<file path="src/rtl/pc_sequencer_if.sv">
// Bundle between the fetch/execute sequencer and its neighbours
// (debug console controls, instruction ROM, CPU datapath, PC).
//
// Signals:
//   restart, run, step     console controls into the sequencer
//   rom_req/rom_ack/data   wait-stated ROM fetch handshake
//   instr/instr_vld        latched instruction towards the CPU
//   exec_done/jump/addr    CPU completion and branch decision
//   pc_rst/load/inc/pc_in  registered PC controls
//   halted/state           debug status
interface pc_sequencer_if #(
    parameter int WIDTH = 16
);
    logic             restart;
    logic             run;
    logic             step;
    logic             rom_req;
    logic             rom_ack;
    logic [WIDTH-1:0] rom_data;
    logic [WIDTH-1:0] instr;
    logic             instr_vld;
    logic             exec_done;
    logic             jump;
    logic [WIDTH-1:0] jump_addr;
    logic             pc_rst;
    logic             pc_load;
    logic             pc_inc;
    logic [WIDTH-1:0] pc_in;
    logic             halted;
    logic [2:0]       state;

    // Sequencer side.
    modport master (
        input  restart, run, step,
        input  rom_ack, rom_data,
        input  exec_done, jump, jump_addr,
        output rom_req, instr, instr_vld,
        output pc_rst, pc_load, pc_inc, pc_in,
        output halted, state
    );

    // Environment side (console, ROM, CPU, PC).
    modport slave (
        output restart, run, step,
        output rom_ack, rom_data,
        output exec_done, jump, jump_addr,
        input  rom_req, instr, instr_vld,
        input  pc_rst, pc_load, pc_inc, pc_in,
        input  halted, state
    );
endinterface

</file>
<file path="src/rtl/pc_sequencer.sv">
// Multi-cycle fetch/execute sequencer owning the PC reset/load/inc controls.
// Boots the PC, then loops fetch -> execute -> update under run/step control.
//
// Ports:
//   clk      system clock, all state on the rising edge
//   reset_n  asynchronous active-low reset
//   bus      pc_sequencer_if.master (console, ROM, CPU and PC signals)
//
// Every output is a register so the PC, which samples on the falling
// edge, sees stable controls for a full half cycle.
module pc_sequencer #(
    parameter int WIDTH       = 16,
    parameter int BOOT_CYCLES = 4
) (
    input  logic               clk,
    input  logic               reset_n,
    pc_sequencer_if.master     bus
);

    typedef enum logic [2:0] {
        S_BOOT   = 3'd0,
        S_IDLE   = 3'd1,
        S_FETCH  = 3'd2,
        S_EXEC   = 3'd3,
        S_UPDATE = 3'd4
    } state_e;

    localparam int CW = (BOOT_CYCLES > 1) ? $clog2(BOOT_CYCLES) : 1;
    localparam logic [CW-1:0] BOOT_LAST = CW'(BOOT_CYCLES - 1);

    state_e           state_q, state_d;
    logic [CW-1:0]    boot_cnt_q, boot_cnt_d;
    logic             step_q, step_d;

    logic             pc_rst_q, pc_rst_d;
    logic             halted_q, halted_d;
    logic             rom_req_q, rom_req_d;
    logic             instr_vld_q, instr_vld_d;
    logic             pc_load_q, pc_load_d;
    logic             pc_inc_q, pc_inc_d;
    logic [WIDTH-1:0] instr_q, instr_d;
    logic [WIDTH-1:0] pc_in_q, pc_in_d;

    logic             take_fetch;
    logic             take_exec;

    // restart wins over any handshake completing in the same cycle
    assign take_fetch = (state_q == S_FETCH) && bus.rom_ack && !bus.restart;
    assign take_exec  = (state_q == S_EXEC) && bus.exec_done && !bus.restart;

    // ---------------- state register ----------------
    always_ff @(posedge clk or negedge reset_n) begin
        if (!reset_n) begin
            state_q    <= S_BOOT;
            boot_cnt_q <= '0;
            step_q     <= 1'b0;
        end else begin
            state_q    <= state_d;
            boot_cnt_q <= boot_cnt_d;
            step_q     <= step_d;
        end
    end

    // ---------------- next state ----------------
    always_comb begin
        state_d    = state_q;
        boot_cnt_d = boot_cnt_q;
        step_d     = step_q;
        if (bus.restart) begin
            state_d    = S_BOOT;
            boot_cnt_d = '0;
            step_d     = 1'b0;
        end else begin
            unique case (state_q)
                S_BOOT: begin
                    if (boot_cnt_q == BOOT_LAST) begin
                        boot_cnt_d = '0;
                        state_d    = bus.run ? S_FETCH : S_IDLE;
                    end else begin
                        boot_cnt_d = boot_cnt_q + CW'(1);
                    end
                end
                S_IDLE: begin
                    // run dominates step: no single-step flag when both
                    if (bus.run) begin
                        state_d = S_FETCH;
                    end else if (bus.step) begin
                        state_d = S_FETCH;
                        step_d  = 1'b1;
                    end
                end
                S_FETCH: begin
                    if (take_fetch) state_d = S_EXEC;
                end
                S_EXEC: begin
                    if (take_exec) state_d = S_UPDATE;
                end
                S_UPDATE: begin
                    state_d = (bus.run && !step_q) ? S_FETCH : S_IDLE;
                    step_d  = 1'b0;
                end
                default: begin
                    state_d    = S_BOOT;
                    boot_cnt_d = '0;
                    step_d     = 1'b0;
                end
            endcase
        end
    end

    // ---------------- outputs (next values) ----------------
    always_comb begin
        pc_rst_d    = (state_d == S_BOOT);
        halted_d    = (state_d == S_IDLE);
        rom_req_d   = (state_d == S_FETCH);
        instr_vld_d = (state_d == S_EXEC);
        pc_load_d   = take_exec && bus.jump;
        pc_inc_d    = take_exec && !bus.jump;
        instr_d     = instr_q;
        pc_in_d     = pc_in_q;
        if (take_fetch) instr_d = bus.rom_data;
        if (pc_load_d)  pc_in_d = bus.jump_addr;
    end

    // ---------------- output registers ----------------
    always_ff @(posedge clk or negedge reset_n) begin
        if (!reset_n) begin
            pc_rst_q    <= 1'b1;
            halted_q    <= 1'b0;
            rom_req_q   <= 1'b0;
            instr_vld_q <= 1'b0;
            pc_load_q   <= 1'b0;
            pc_inc_q    <= 1'b0;
            instr_q     <= '0;
            pc_in_q     <= '0;
        end else begin
            pc_rst_q    <= pc_rst_d;
            halted_q    <= halted_d;
            rom_req_q   <= rom_req_d;
            instr_vld_q <= instr_vld_d;
            pc_load_q   <= pc_load_d;
            pc_inc_q    <= pc_inc_d;
            instr_q     <= instr_d;
            pc_in_q     <= pc_in_d;
        end
    end

    assign bus.pc_rst    = pc_rst_q;
    assign bus.halted    = halted_q;
    assign bus.rom_req   = rom_req_q;
    assign bus.instr_vld = instr_vld_q;
    assign bus.pc_load   = pc_load_q;
    assign bus.pc_inc    = pc_inc_q;
    assign bus.instr     = instr_q;
    assign bus.pc_in     = pc_in_q;
    assign bus.state     = state_q;

endmodule

</file>
<file path="src/flat_wrapper.sv">
// flat-port wrapper written by rule: the top's interface ports become plain ports
module pc_sequencer_flat 
#(
    parameter int WIDTH       = 16,
    parameter int BOOT_CYCLES = 4
)
  (clk, reset_n, bus_restart, bus_run, bus_step, bus_rom_ack, bus_rom_data, bus_exec_done, bus_jump, bus_jump_addr, bus_rom_req, bus_instr, bus_instr_vld, bus_pc_rst, bus_pc_load, bus_pc_inc, bus_pc_in, bus_halted, bus_state);
  pc_sequencer_if #(.WIDTH(WIDTH)) bus_i ();
  input  logic clk;
  input  logic reset_n;
  input wire logic [$bits(bus_i.restart)-1:0] bus_restart;
  input wire logic [$bits(bus_i.run)-1:0] bus_run;
  input wire logic [$bits(bus_i.step)-1:0] bus_step;
  input wire logic [$bits(bus_i.rom_ack)-1:0] bus_rom_ack;
  input wire logic [$bits(bus_i.rom_data)-1:0] bus_rom_data;
  input wire logic [$bits(bus_i.exec_done)-1:0] bus_exec_done;
  input wire logic [$bits(bus_i.jump)-1:0] bus_jump;
  input wire logic [$bits(bus_i.jump_addr)-1:0] bus_jump_addr;
  output wire logic [$bits(bus_i.rom_req)-1:0] bus_rom_req;
  output wire logic [$bits(bus_i.instr)-1:0] bus_instr;
  output wire logic [$bits(bus_i.instr_vld)-1:0] bus_instr_vld;
  output wire logic [$bits(bus_i.pc_rst)-1:0] bus_pc_rst;
  output wire logic [$bits(bus_i.pc_load)-1:0] bus_pc_load;
  output wire logic [$bits(bus_i.pc_inc)-1:0] bus_pc_inc;
  output wire logic [$bits(bus_i.pc_in)-1:0] bus_pc_in;
  output wire logic [$bits(bus_i.halted)-1:0] bus_halted;
  output wire logic [$bits(bus_i.state)-1:0] bus_state;
  assign bus_i.restart = bus_restart;
  assign bus_i.run = bus_run;
  assign bus_i.step = bus_step;
  assign bus_i.rom_ack = bus_rom_ack;
  assign bus_i.rom_data = bus_rom_data;
  assign bus_i.exec_done = bus_exec_done;
  assign bus_i.jump = bus_jump;
  assign bus_i.jump_addr = bus_jump_addr;
  assign bus_rom_req = bus_i.rom_req;
  assign bus_instr = bus_i.instr;
  assign bus_instr_vld = bus_i.instr_vld;
  assign bus_pc_rst = bus_i.pc_rst;
  assign bus_pc_load = bus_i.pc_load;
  assign bus_pc_inc = bus_i.pc_inc;
  assign bus_pc_in = bus_i.pc_in;
  assign bus_halted = bus_i.halted;
  assign bus_state = bus_i.state;
  pc_sequencer #(.WIDTH(WIDTH), .BOOT_CYCLES(BOOT_CYCLES)) u_core (.clk(clk), .reset_n(reset_n), .bus(bus_i));
endmodule
</file>
<file path="config.mk">
export PLATFORM = sky130hd
export DESIGN_NAME = pc_sequencer_flat
export DESIGN_NICKNAME = d
export VERILOG_FILES = /design/src/rtl/pc_sequencer_if.sv /design/src/rtl/pc_sequencer.sv /design/src/flat_wrapper.sv
export SDC_FILE = /design/constraint.sdc
export NUM_CORES = 1
export LEC_CHECK = 0
export CORE_MARGIN = 2
export CORE_UTILIZATION = 45
export DETAILED_ROUTE_END_ITERATION = 7
export HOLD_SLACK_MARGIN = 0.08
export PLACE_DENSITY = 0.89
export SYNTH_ARGS = -nofsm -noshare
export SYNTH_HDL_FRONTEND = slang
export SYNTH_SLANG_ARGS = --single-unit
</file>
<file path="constraint.sdc">
create_clock -name clk -period 2.85 [get_ports clk]
set_input_delay 0.57 -clock clk [delete_from_list [all_inputs] [get_ports clk]]
set_output_delay 0.57 -clock clk [all_outputs]
set_load 0.03 [all_outputs]
</file>
==> results of run 1 <==
==> cell families (layout without fill, tap and decap cells) <==
logic type	Yosys count	in the layout	share of synthesized area [%]
compound gates	12	12	5.04
fa+ha+maj	1	1	0.672
buf+inv	8	90	3.43
flops	44	44	59.2
mux	34	34	22.4
simple gates	27	27	9.21
==> synth_stat cells (2+ instances only) <==
| cell | number | area (sq um) |
|---|---|---|
| a21oi_1 | 2 | 10.0 |
| nor2_1 | 5 | 18.8 |
| o211ai_1 | 2 | 15.0 |
| mux2i_1 | 2 | 20.0 |
| buf_6 | 2 | 22.5 |
| nor3_1 | 2 | 10.0 |
| mux2_2 | 22 | 248 |
| dfrtp_1 | 43 | 1080 |
| mux2_4 | 10 | 150 |
| a31oi_1 | 3 | 18.8 |
| and2_1 | 2 | 12.5 |
| buf_2 | 2 | 10.0 |
| inv_1 | 2 | 7.51 |
| nand2_1 | 4 | 15.0 |
==> metrics by stage <==
stage / setup WS [ns] / hold slack, ns / std cells / total power, mW
global placement: 0.503 / 0.487 / 250 / 1.68
global route: 0.462 / 0.484 / 258 / 2.19
finish: 0.539 / 0.421 / 258 / 2.08
detailed placement: 0.436 / 0.493 / 250 / 1.71
CTS: 0.548 / 0.458 / 258 / 2.10
floorplan: 0.990 / 0.274 / 126 / 1.33
==> worst paths after layout <==
kind	start	end	slack (ns)	cells after the start
worst max-delay path	u_core.bus.state[2]$_DFF_PN0_	bus_state[2]	0.54	1
worst max register to register	u_core.bus.state[2]$_DFF_PN0_	u_core.bus.halted$_DFF_PN0_	0.97	3
max in group asynchronous	reset_n	u_core.bus.pc_in[15]$_DFFE_PN0P_	1.85	1
min in group clk	u_core.bus.pc_in[2]$_DFFE_PN0P_	u_core.bus.pc_in[2]$_DFFE_PN0P_	0.51	1
worst min register to register	u_core.bus.pc_in[2]$_DFFE_PN0P_	u_core.bus.pc_in[2]$_DFFE_PN0P_	0.51	1
worst min-delay path	reset_n	u_core.bus.instr[4]$_DFFE_PN0P_	0.42	1
==> per-layer routing <==
layer  routed length, microns  global-route usage, %
met2                     2210                   30.6
met1                     1540                   20.5
met4                       42                   7.75
met3                      205                   6.09
met5                        0                      0
==> registers in the layout (all words and copies together) (netlist names) <==
name and count:
u_core.bus.halted 1, u_core.bus.pc_load 1, u_core.bus.instr_vld 1, u_core.boot_cnt_q 2, u_core.bus.rom_req 1, u_core.bus.pc_rst 1, u_core.bus.pc_in 16, u_core.step_q 1
u_core.bus.pc_inc 1, u_core.bus.instr 16, u_core.bus.state 3
==> power by group through the flow <==
stage	registers, mW	logic (mW)	clock network [mW]
2_1_floorplan	1.10	0.234	0
3_3_place_gp	0.853	0.825	0
3_5_place_dp	0.858	0.847	0
4_1_cts	0.849	0.847	0.400
5_1_grt	0.867	0.887	0.431
6_report	0.849	0.841	0.388
==> cell type report <==
cell class / count / area share, %
Tap cell: 50 / 2.27
Timing Repair Buffer: 80 / 28.9
Multi-Input combinational cell: 74 / 25.3
Inverter: 2 / 0.273
Clock buffer: 8 / 3.27
Sequential cell: 44 / 40.0
==> reports/summary.txt, run 1 <==
Most frequent cells in the layout: 79 x clkdlybuf4s50_1, 43 x dfrtp_1, 22 x mux2_2, 10 x mux2_4, 6 x clkbuf_8
Total GRT Usage: 18.0%
Total negative setup slack: 0 ns
Core Area: 0.00400 sq mm
Hold_buf cts: 0
Leak Pwr: 1.26 nW
Final Max Tran Viols: 0
# Post-CTS Setup Buffers: 0
Post-Synthesis Net Count: 167
Setup crit start kind: flip-flop
RSZ-0062 raised after global routing: false
First-pass GRT wire length: 5950 microns
Vias in the first global route: 1223
Worst hold path class: primary input to asynchronous set/reset pin
Die height: 68.3 microns
Combinational group share of total power: 40.5%
Ant. Diodes: 0
Async SR Flop Fraction: 100%
Primary FF master, synth: dfrtp_1
CP arrival: 1.74 ns
Starting density of the core: 46.5%
CTS Buffer Depth: 2
Min cycle time layout: 2.31 ns
Area Growth Syn to Fin: 47.9%
Area after DPL: 0.00266 sq mm
Standard-cell rows: 23
Worst Setup End Kind: primary output
Synthesized area: 0.00186 sq mm
Max-slew headroom: 37.1%
Drc violations: 0
CTS tree: built
Most common cell after layout, fill and taps aside: clkdlybuf4s50_1
Fmax: 0.433 GHz
Clock transition at path regs: 0.07 ns
Design internal power: 1.38 mW
MaxCap Viol Count: 0
Gr ovfl total: 0
ANT nets after route: 0
Post-synth EDFFs: 0
Fillcell total: 284
Via count: 1291
Cell area after layout: 0.00275 sq mm
Seq/Total Area, Yosys: 59.2%
VDD IR max: 0.513 mV
#FFs+latches synth: 44
Final setup violation count: 0
Gpl congestion: 0.766
Fin crit share: 81.1%
Insertion delay to the later sink of the worst-skew pair: 0.29 ns
Initial antenna violation count: 0
Outcome: completed
Largest net degree at the start of global routing: 45
Register Area: 0.00110 sq mm
H-tree levels: 2
Crit path kind: flip-flop to primary output
Die X: 68.3 microns
Least-Margin Pin Slew: 0.944 ns
Switch share: 33.3%
Clock share of power: 18.7%
Layout net count: 248
Largest stage delay, worst path: 0.77 ns
IO Pins: 81
Multi-input gate area: 696 sq um
Share of cells above drive strength 1: 22.6%
Via density: 5.00
Final hold violations: 0
Post-synth cell types: 37
Crit Path Max Fanout: 15
CTS Buf Count: 5
Cell family with most CP delay: buffers and inverters
Pre-antenna DRT Iters: 4
Number of port buffers: 80
Post-CTS sizing: 0
Ys Warns: 0
Placed wire-length estimate: 2990 microns
Syn_area_per_cell: 14.8 sq um
Slowest cell on the critical path: clkdlybuf4s50_1
Layout Utilization: 68.8%
Power per Cell Area: 754 mW/mm^2
Final WL: 4000 microns
Sw power: 0.693 mW
Root buf cell: clkbuf_8
DRT iter0 DRCs: 55
Crit path cell chain: clkdlybuf4s50_1
Post-Synthesis Cells: 126
Clock Sinks: 44
Die Footprint: 0.00467 sq mm
Routed len/inst: 15.5 microns
Crit path required time: 2.28 ns
Clk_skew: 0.00183 ns
CP bufs+invs: 1
Sequential Power Share: 40.9%
Note: power is estimated with default switching activity, not from simulation.
==> inputs of run 2 (changes only) <==
--- a/config.mk
+++ b/config.mk
@@ -6,10 +6,10 @@
 export NUM_CORES = 1
 export LEC_CHECK = 0
 export CORE_MARGIN = 2
-export CORE_UTILIZATION = 45
+export CORE_UTILIZATION = 42
 export DETAILED_ROUTE_END_ITERATION = 7
 export HOLD_SLACK_MARGIN = 0.08
-export PLACE_DENSITY = 0.89
+export PLACE_DENSITY = 0.84
 export SYNTH_ARGS = -nofsm -noshare
 export SYNTH_HDL_FRONTEND = slang
 export SYNTH_SLANG_ARGS = --single-unit
==> constraint.sdc (replaced) <==
create_clock -name clk -period 2.4 [get_ports clk]
set_input_delay 0.48 -clock clk [delete_from_list [all_inputs] [get_ports clk]]
set_output_delay 0.48 -clock clk [all_outputs]
set_load 0.03 [all_outputs]
==> reports/summary.txt, run 2 (same netlist as run 1, synthesis figures left out) <==
Die height: 70.6 microns (was 68.3 microns)
Outcome: completed (unchanged)
Post-CTS sizing: 0 (unchanged)
Register Area: 0.00110 sq mm (unchanged)
Largest net degree at the start of global routing: 31 (was 45)
Final Max Tran Viols: 0 (unchanged)
IO Pins: 81 (unchanged)
Design internal power: 1.64 mW (was 1.38 mW)
Setup WS post-layout: 0.198 ns (was 0.539 ns)
Insertion delay to the later sink of the worst-skew pair: 0.29 ns (about the same)
H-tree levels: 2 (unchanged)
Area Growth Syn to Fin: 49.4% (was 47.9%)
Die X: 70.6 microns (was 68.3 microns)
# Post-CTS Setup Buffers: 0 (unchanged)
Slowest cell on the critical path: clkdlybuf4s50_1 (unchanged)
CTS Buf Count: 5 (unchanged)
Root buf cell: clkbuf_8 (unchanged)
Share of cells above drive strength 1: 24.6% (was 22.6%)
Crit Path Max Fanout: 15 (unchanged)
DRT iter0 DRCs: 34 (was 55)
Number of port buffers: 80 (unchanged)
Final hold violations: 0 (unchanged)
Routed len/inst: 14.8 microns (was 15.5 microns)
Standard-cell rows: 24 (was 23)
Met2 Wirelength: 2090 microns (was 2210 microns)
Crit path cell chain: clkdlybuf4s50_1 (unchanged)
Switch share: 33.7% (was 33.3%)
Layout net count: 251 (was 248)
First-pass GRT wire length: 6270 microns (was 5950 microns)
Most frequent cells in the layout: 79 x clkdlybuf4s50_1, 43 x dfrtp_1, 22 x mux2_2, 10 x mux2_4, 6 x clkbuf_8 (unchanged)
Fmax: 0.454 GHz
Combinational group share of total power: 40.3% (was 40.5%)
Starting density of the core: 43.1% (was 46.5%)
Met3 WL: 167 microns (was 205 microns)
Most common cell after layout, fill and taps aside: clkdlybuf4s50_1 (unchanged)
Worst Setup End Kind: primary output (unchanged)
Initial antenna violation count: 0 (unchanged)
Max-slew headroom: 55.8% (was 37.1%)
CTS tree: built (unchanged)
Least-Margin Pin Slew: 0.663 ns (was 0.944 ns)
Core Area: 0.00432 sq mm (was 0.00400 sq mm)
Min cycle time layout: 2.20 ns
Largest stage delay, worst path: 0.77 ns (about the same)
CP bufs+invs: 1 (unchanged)
Sequential Power Share: 40.8% (was 40.9%)
Leak Pwr: 1.28 nW (was 1.26 nW)
Pwr Total: 2.48 mW (was 2.08 mW)
Crit path required time: 1.92 ns (was 2.28 ns)
Via density: 4.95 (was 5.00)
Placed wire-length estimate: 2920 microns (was 2990 microns)
MaxCap Viol Count: 0 (unchanged)
Drc violations: 0 (unchanged)
Setup crit start kind: flip-flop (unchanged)
Cell family with most CP delay: buffers and inverters (unchanged)
Power per Cell Area: 891 mW/mm^2 (was 754 mW/mm^2)
Total GRT Usage: 16.4% (was 18.0%)
Gpl congestion: 0.827 (was 0.766)
Die Footprint: 0.00498 sq mm (was 0.00467 sq mm)
Highest routed layer: met4 (unchanged)
Clock Sinks: 44 (unchanged)
Place WS: 0.173 ns (was 0.436 ns)
Clk_skew: 0.00676 ns (was 0.00183 ns)
ANT nets after route: 0 (unchanged)
Multi-input gate area: 696 sq um (unchanged)
Gr ovfl total: 0 (unchanged)
Crit path kind: flip-flop to primary output (unchanged)
Fin crit share: 91.8%
Ant. Diodes: 0 (unchanged)
Worst hold path class: primary input to asynchronous set/reset pin (unchanged)
CP arrival: 1.72 ns (was 1.74 ns)
Total negative setup slack: 0 ns (unchanged)
Fillcell total: 377 (was 284)
RSZ-0062 raised after global routing: false (unchanged)
CTS Buffer Depth: 2 (unchanged)
VDD IR max: 0.466 mV (was 0.513 mV)
Wl on met1: 1620 microns (was 1540 microns)
Final WL: 3890 microns (was 4000 microns)
Final setup violation count: 0 (unchanged)
Via count: 1302 (was 1291)
Clock transition at path regs: 0.08 ns (was 0.07 ns)
Clock share of power: 18.9% (was 18.7%)
Sw power: 0.836 mW (was 0.693 mW)
Layout Utilization: 64.3% (was 68.8%)
Hold_buf cts: 0 (unchanged)
Pre-antenna DRT Iters: 4 (unchanged)
Vias in the first global route: 1279 (was 1223)
-- run 2: worst reg2reg max path, stage by stage (launching register included) --
cell and delay (ns):
dfrtp_1 0.57, or4_4 0.73, a41oi_2 0.32, and2_1 0.15
-- run 2: through the flow --
stage	std cells	instance area (sq um)	hold WS [ns]
finish	263	2780	0.211
global route	263	2780	0.255
CTS	263	2780	0.235
detailed placement	255	2690	0.493
global placement	255	2690	0.486
floorplan	126	1860	0.184
-- run 2: routing by layer --
layer,global-route usage (%),up-vias
met1,21.3,649
li1,-,617
met4,6.29,0
met3,3.56,2
met2,27.3,34
met5,0,-
-- run 2: power groups by stage --
stage	sequential (mW)	clock (mW)	combinational (mW)
final	1.01	0.469	0.998
after detailed placement	1.02	0	1.01
after CTS	1.01	0.485	1.01
after floorplan	1.31	0	0.278
after global routing	1.02	0.519	1.06
after global placement	1.01	0	0.986
-- run 2: final timing paths --
path	cells past startpoint	startpoint	slack, ns	endpoint
max	1	u_core.bus.state[2]$_DFF_PN0_	0.20	bus_state[2]
max in group asynchronous	2	reset_n	1.59	u_core.bus.pc_in[3]$_DFFE_PN0P_
min in group clk	1	u_core.bus.pc_in[12]$_DFFE_PN0P_	0.50	u_core.bus.pc_in[12]$_DFFE_PN0P_
min reg2reg	1	u_core.bus.pc_in[12]$_DFFE_PN0P_	0.50	u_core.bus.pc_in[12]$_DFFE_PN0P_
min	1	reset_n	0.21	u_core.bus.instr[0]$_DFFE_PN0P_
max reg2reg	3	u_core.bus.state[2]$_DFF_PN0_	0.57	u_core.bus.instr_vld$_DFF_PN0_
-- run 2: layout make-up --
| class | instances | area share (%) |
|---|---|---|
| Clock buffer | 6 | 2.97 |
| Clock inverter | 2 | 0.360 |
| Inverter | 2 | 0.270 |
| Multi-Input combinational cell | 74 | 25.0 |
| Sequential cell | 44 | 39.6 |
| Tap cell | 52 | 2.34 |
| Timing Repair Buffer | 83 | 29.4 |
==> inputs of run 3 (changes only) <==
--- a/config.mk
+++ b/config.mk
@@ -10,6 +10,7 @@
 export DETAILED_ROUTE_END_ITERATION = 7
 export HOLD_SLACK_MARGIN = 0.08
 export PLACE_DENSITY = 0.84
+export SETUP_SLACK_MARGIN = 0.3
 export SYNTH_ARGS = -nofsm -noshare
 export SYNTH_HDL_FRONTEND = slang
 export SYNTH_SLANG_ARGS = --single-unit
==> constraint.sdc (replaced) <==
create_clock -name clk -period 2.4 [get_ports clk]
set_input_delay 0.72 -clock clk [delete_from_list [all_inputs] [get_ports clk]]
set_output_delay 0.72 -clock clk [all_outputs]
set_load 0.03 [all_outputs]
==> reports/summary.txt, run 3 (same netlist as run 1, synthesis figures left out) <==
Most common cell after layout, fill and taps aside: clkdlybuf4s50_1 (unchanged)
Worst hold margin: 0.413 ns (was 0.211 ns)
Slowest cell on the critical path: clkdlybuf4s50_1 (unchanged)
Fmax: 0.485 GHz (was 0.454 GHz)
H-tree levels: 2 (unchanged)
CP bufs+invs: 1 (unchanged)
Post-Layout Cell Count: 268 (was 263)
Setup WS post-layout: 0.339 ns (was 0.198 ns)
Crit Path Max Fanout: 2 (was 15)
Gpl congestion: 0.858 (was 0.827)
Place WS: 0.0589 ns (was 0.173 ns)
Standard-cell rows: 24 (unchanged)
Gr ovfl total: 0 (unchanged)
CTS tree: built (unchanged)
Placed Cells: 259 (was 255)
CTS Buffer Depth: 2 (unchanged)
ANT nets after route: 0 (unchanged)
Most frequent cells in the layout: 72 x clkdlybuf4s50_1, 43 x dfrtp_1, 22 x mux2_2, 10 x mux2_4, 6 x buf_4 (was 79 x clkdlybuf4s50_1, 43 x dfrtp_1, 22 x mux2_2, 10 x mux2_4, 6 x clkbuf_8)
Worst Setup End Kind: primary output (unchanged)
Clock transition at path regs: 0.08 ns (about the same)
Cell family with most CP delay: buffers and inverters (unchanged)
Final setup violation count: 0 (unchanged)
Worst hold path class: primary input to asynchronous set/reset pin (unchanged)
Number of stages on the worst setup path: 1 (unchanged)
Share of cells above drive strength 1: 26.9% (was 24.6%)
Reg-to-Reg Start: u_core.bus.state[2]$_DFF_PN0_ (unchanged)
First-pass GRT wire length: 7000 microns (was 6270 microns)
Final Max Tran Viols: 0 (unchanged)
CP arrival: 1.34 ns (was 1.72 ns)
Die height: 70.6 microns (unchanged)
Core Area: 0.00432 sq mm (unchanged)
Via density: 4.94 (was 4.95)
FF-to-FF setup slack: 0.68 ns (was 0.57 ns)
Crit path cell chain: clkdlybuf4s50_1 (unchanged)
R2R cell count: 4 (was 3)
Clock Sinks: 44 (unchanged)
Pre-antenna DRT Iters: 5 (was 4)
Area after DPL: 0.00274 sq mm (was 0.00269 sq mm)
Min cycle time layout: 2.06 ns (was 2.20 ns)
Hold_buf cts: 0 (unchanged)
Total GRT Usage: 17.9% (was 16.4%)
Via count: 1323 (was 1302)
Vias in the first global route: 1410 (was 1279)
Total negative setup slack: 0 ns (unchanged)
Die X: 70.6 microns (unchanged)
Final WL: 4090 microns (was 3890 microns)
Placed wire-length estimate: 3000 microns (was 2920 microns)
Final hold violations: 0 (unchanged)
Root buf cell: clkbuf_8 (unchanged)
Area Growth Syn to Fin: 54.4% (was 49.4%)
DRT iter0 DRCs: 53 (was 34)
Least-Margin Pin Slew: 0.573 ns (was 0.663 ns)
Max-slew headroom: 61.8% (was 55.8%)
Layout net count: 256 (was 251)
Die Footprint: 0.00498 sq mm (unchanged)
MaxCap Viol Count: 0 (unchanged)
Outcome: completed (unchanged)
Cell area after layout: 0.00288 sq mm (was 0.00278 sq mm)
Largest stage delay, worst path: 0.68 ns (was 0.77 ns)
IO Pins: 81 (unchanged)
Power per Cell Area: 890 mW/mm^2 (was 891 mW/mm^2)
Starting density of the core: 43.1% (unchanged)
Largest net degree at the start of global routing: 27 (was 31)
Initial antenna violation count: 0 (unchanged)
Layout Utilization: 66.5% (was 64.3%)
Setup crit start kind: flip-flop (unchanged)
VDD IR max: 0.444 mV (was 0.466 mV)
Number of port buffers: 80 (unchanged)
CTS Buf Count: 5 (unchanged)
Fin crit share: 85.9% (was 91.8%)
Ant. Diodes: 0 (unchanged)
Routed len/inst: 15.3 microns (was 14.8 microns)
Insertion delay to the later sink of the worst-skew pair: 0.29 ns (about the same)
Pwr Total: 2.56 mW (was 2.48 mW)
RSZ-0062 raised after global routing: false (unchanged)
Leak Pwr: 1.39 nW (was 1.28 nW)
Crit path kind: flip-flop to primary output (unchanged)
Drc violations: 0 (unchanged)
Clk_skew: 0.00611 ns (was 0.00676 ns)
Crit path required time: 1.68 ns (was 1.92 ns)
Reg2reg end: u_core.bus.instr[11]$_DFFE_PN0P_ (was u_core.bus.instr_vld$_DFF_PN0_)
[run 3: cell count changes in the layout (fill, tap and decap cells not counted)]
| cell | previous run | this run |
|---|---|---|
| clkdlybuf4s50_1 | 79 | 72 |
| dlymetal6s2s_1 | 0 | 4 |
| buf_4 | 3 | 6 |
| dlygate4sd2_1 | 0 | 3 |
| buf_12 | 0 | 2 |
| bufinv_16 | 0 | 1 |
| clkbuf_8 | 6 | 5 |
| clkinv_2 | 2 | 1 |
| clkinvlp_4 | 0 | 1 |
| nor4b_1 | 1 | 0 |
| nor4b_2 | 0 | 1 |
[run 3: final cells by class]
type / instances / area [sq um]
inverters: 2 / 7.51
well taps: 52 / 65.1
clock inverters: 3 / 42.5
clock buffers: 5 / 68.8
multi-input cells: 74 / 702
flip-flops and latches: 44 / 1100
fillers: 336 / 1450
repair buffers: 88 / 887
[run 3: timing repair]
action,4_1_cts,5_1_grt
resized for setup,3,5
pin swaps,0,1
buffers inserted,0,1
setup endpoints to repair,3,5
[run 3: where the power goes]
group / internal, mW / total, mW / switching [mW] / leakage (nW)
combinational: 0.508 / 1.00 / 0.494 / 0.748
clock: 0.308 / 0.552 / 0.244 / 0.0541
sequential: 0.906 / 1.01 / 0.100 / 0.591
total: 1.72 / 2.56 / 0.838 / 1.39
[run 3: worst max path at each step]
stage                                     start                               end  slack, ns
2_1_floorplan                       bus_restart  u_core.bus.instr[10]$_DFFE_PN0P_       0.47
3_3_place_gp                        bus_restart  u_core.bus.instr[10]$_DFFE_PN0P_       0.08
3_5_place_dp                        bus_restart  u_core.bus.instr[11]$_DFFE_PN0P_       0.06
4_1_cts         u_core.bus.pc_in[8]$_DFFE_PN0P_                      bus_pc_in[8]       0.31
5_1_grt        u_core.bus.instr[15]$_DFFE_PN0P_                     bus_instr[15]       0.30
6_report       u_core.bus.instr[11]$_DFFE_PN0P_                     bus_instr[11]       0.34
[run 3: per-layer routing]
metal  part of all wire, %  global-route usage [%]  vias up
met4                   1.2                    6.29        0
li1                      -                       -      629
met1                    41                    24.3      655
met2                    53                    29.4       34
met3                   4.2                    3.28        5
met5                     0                       0        -
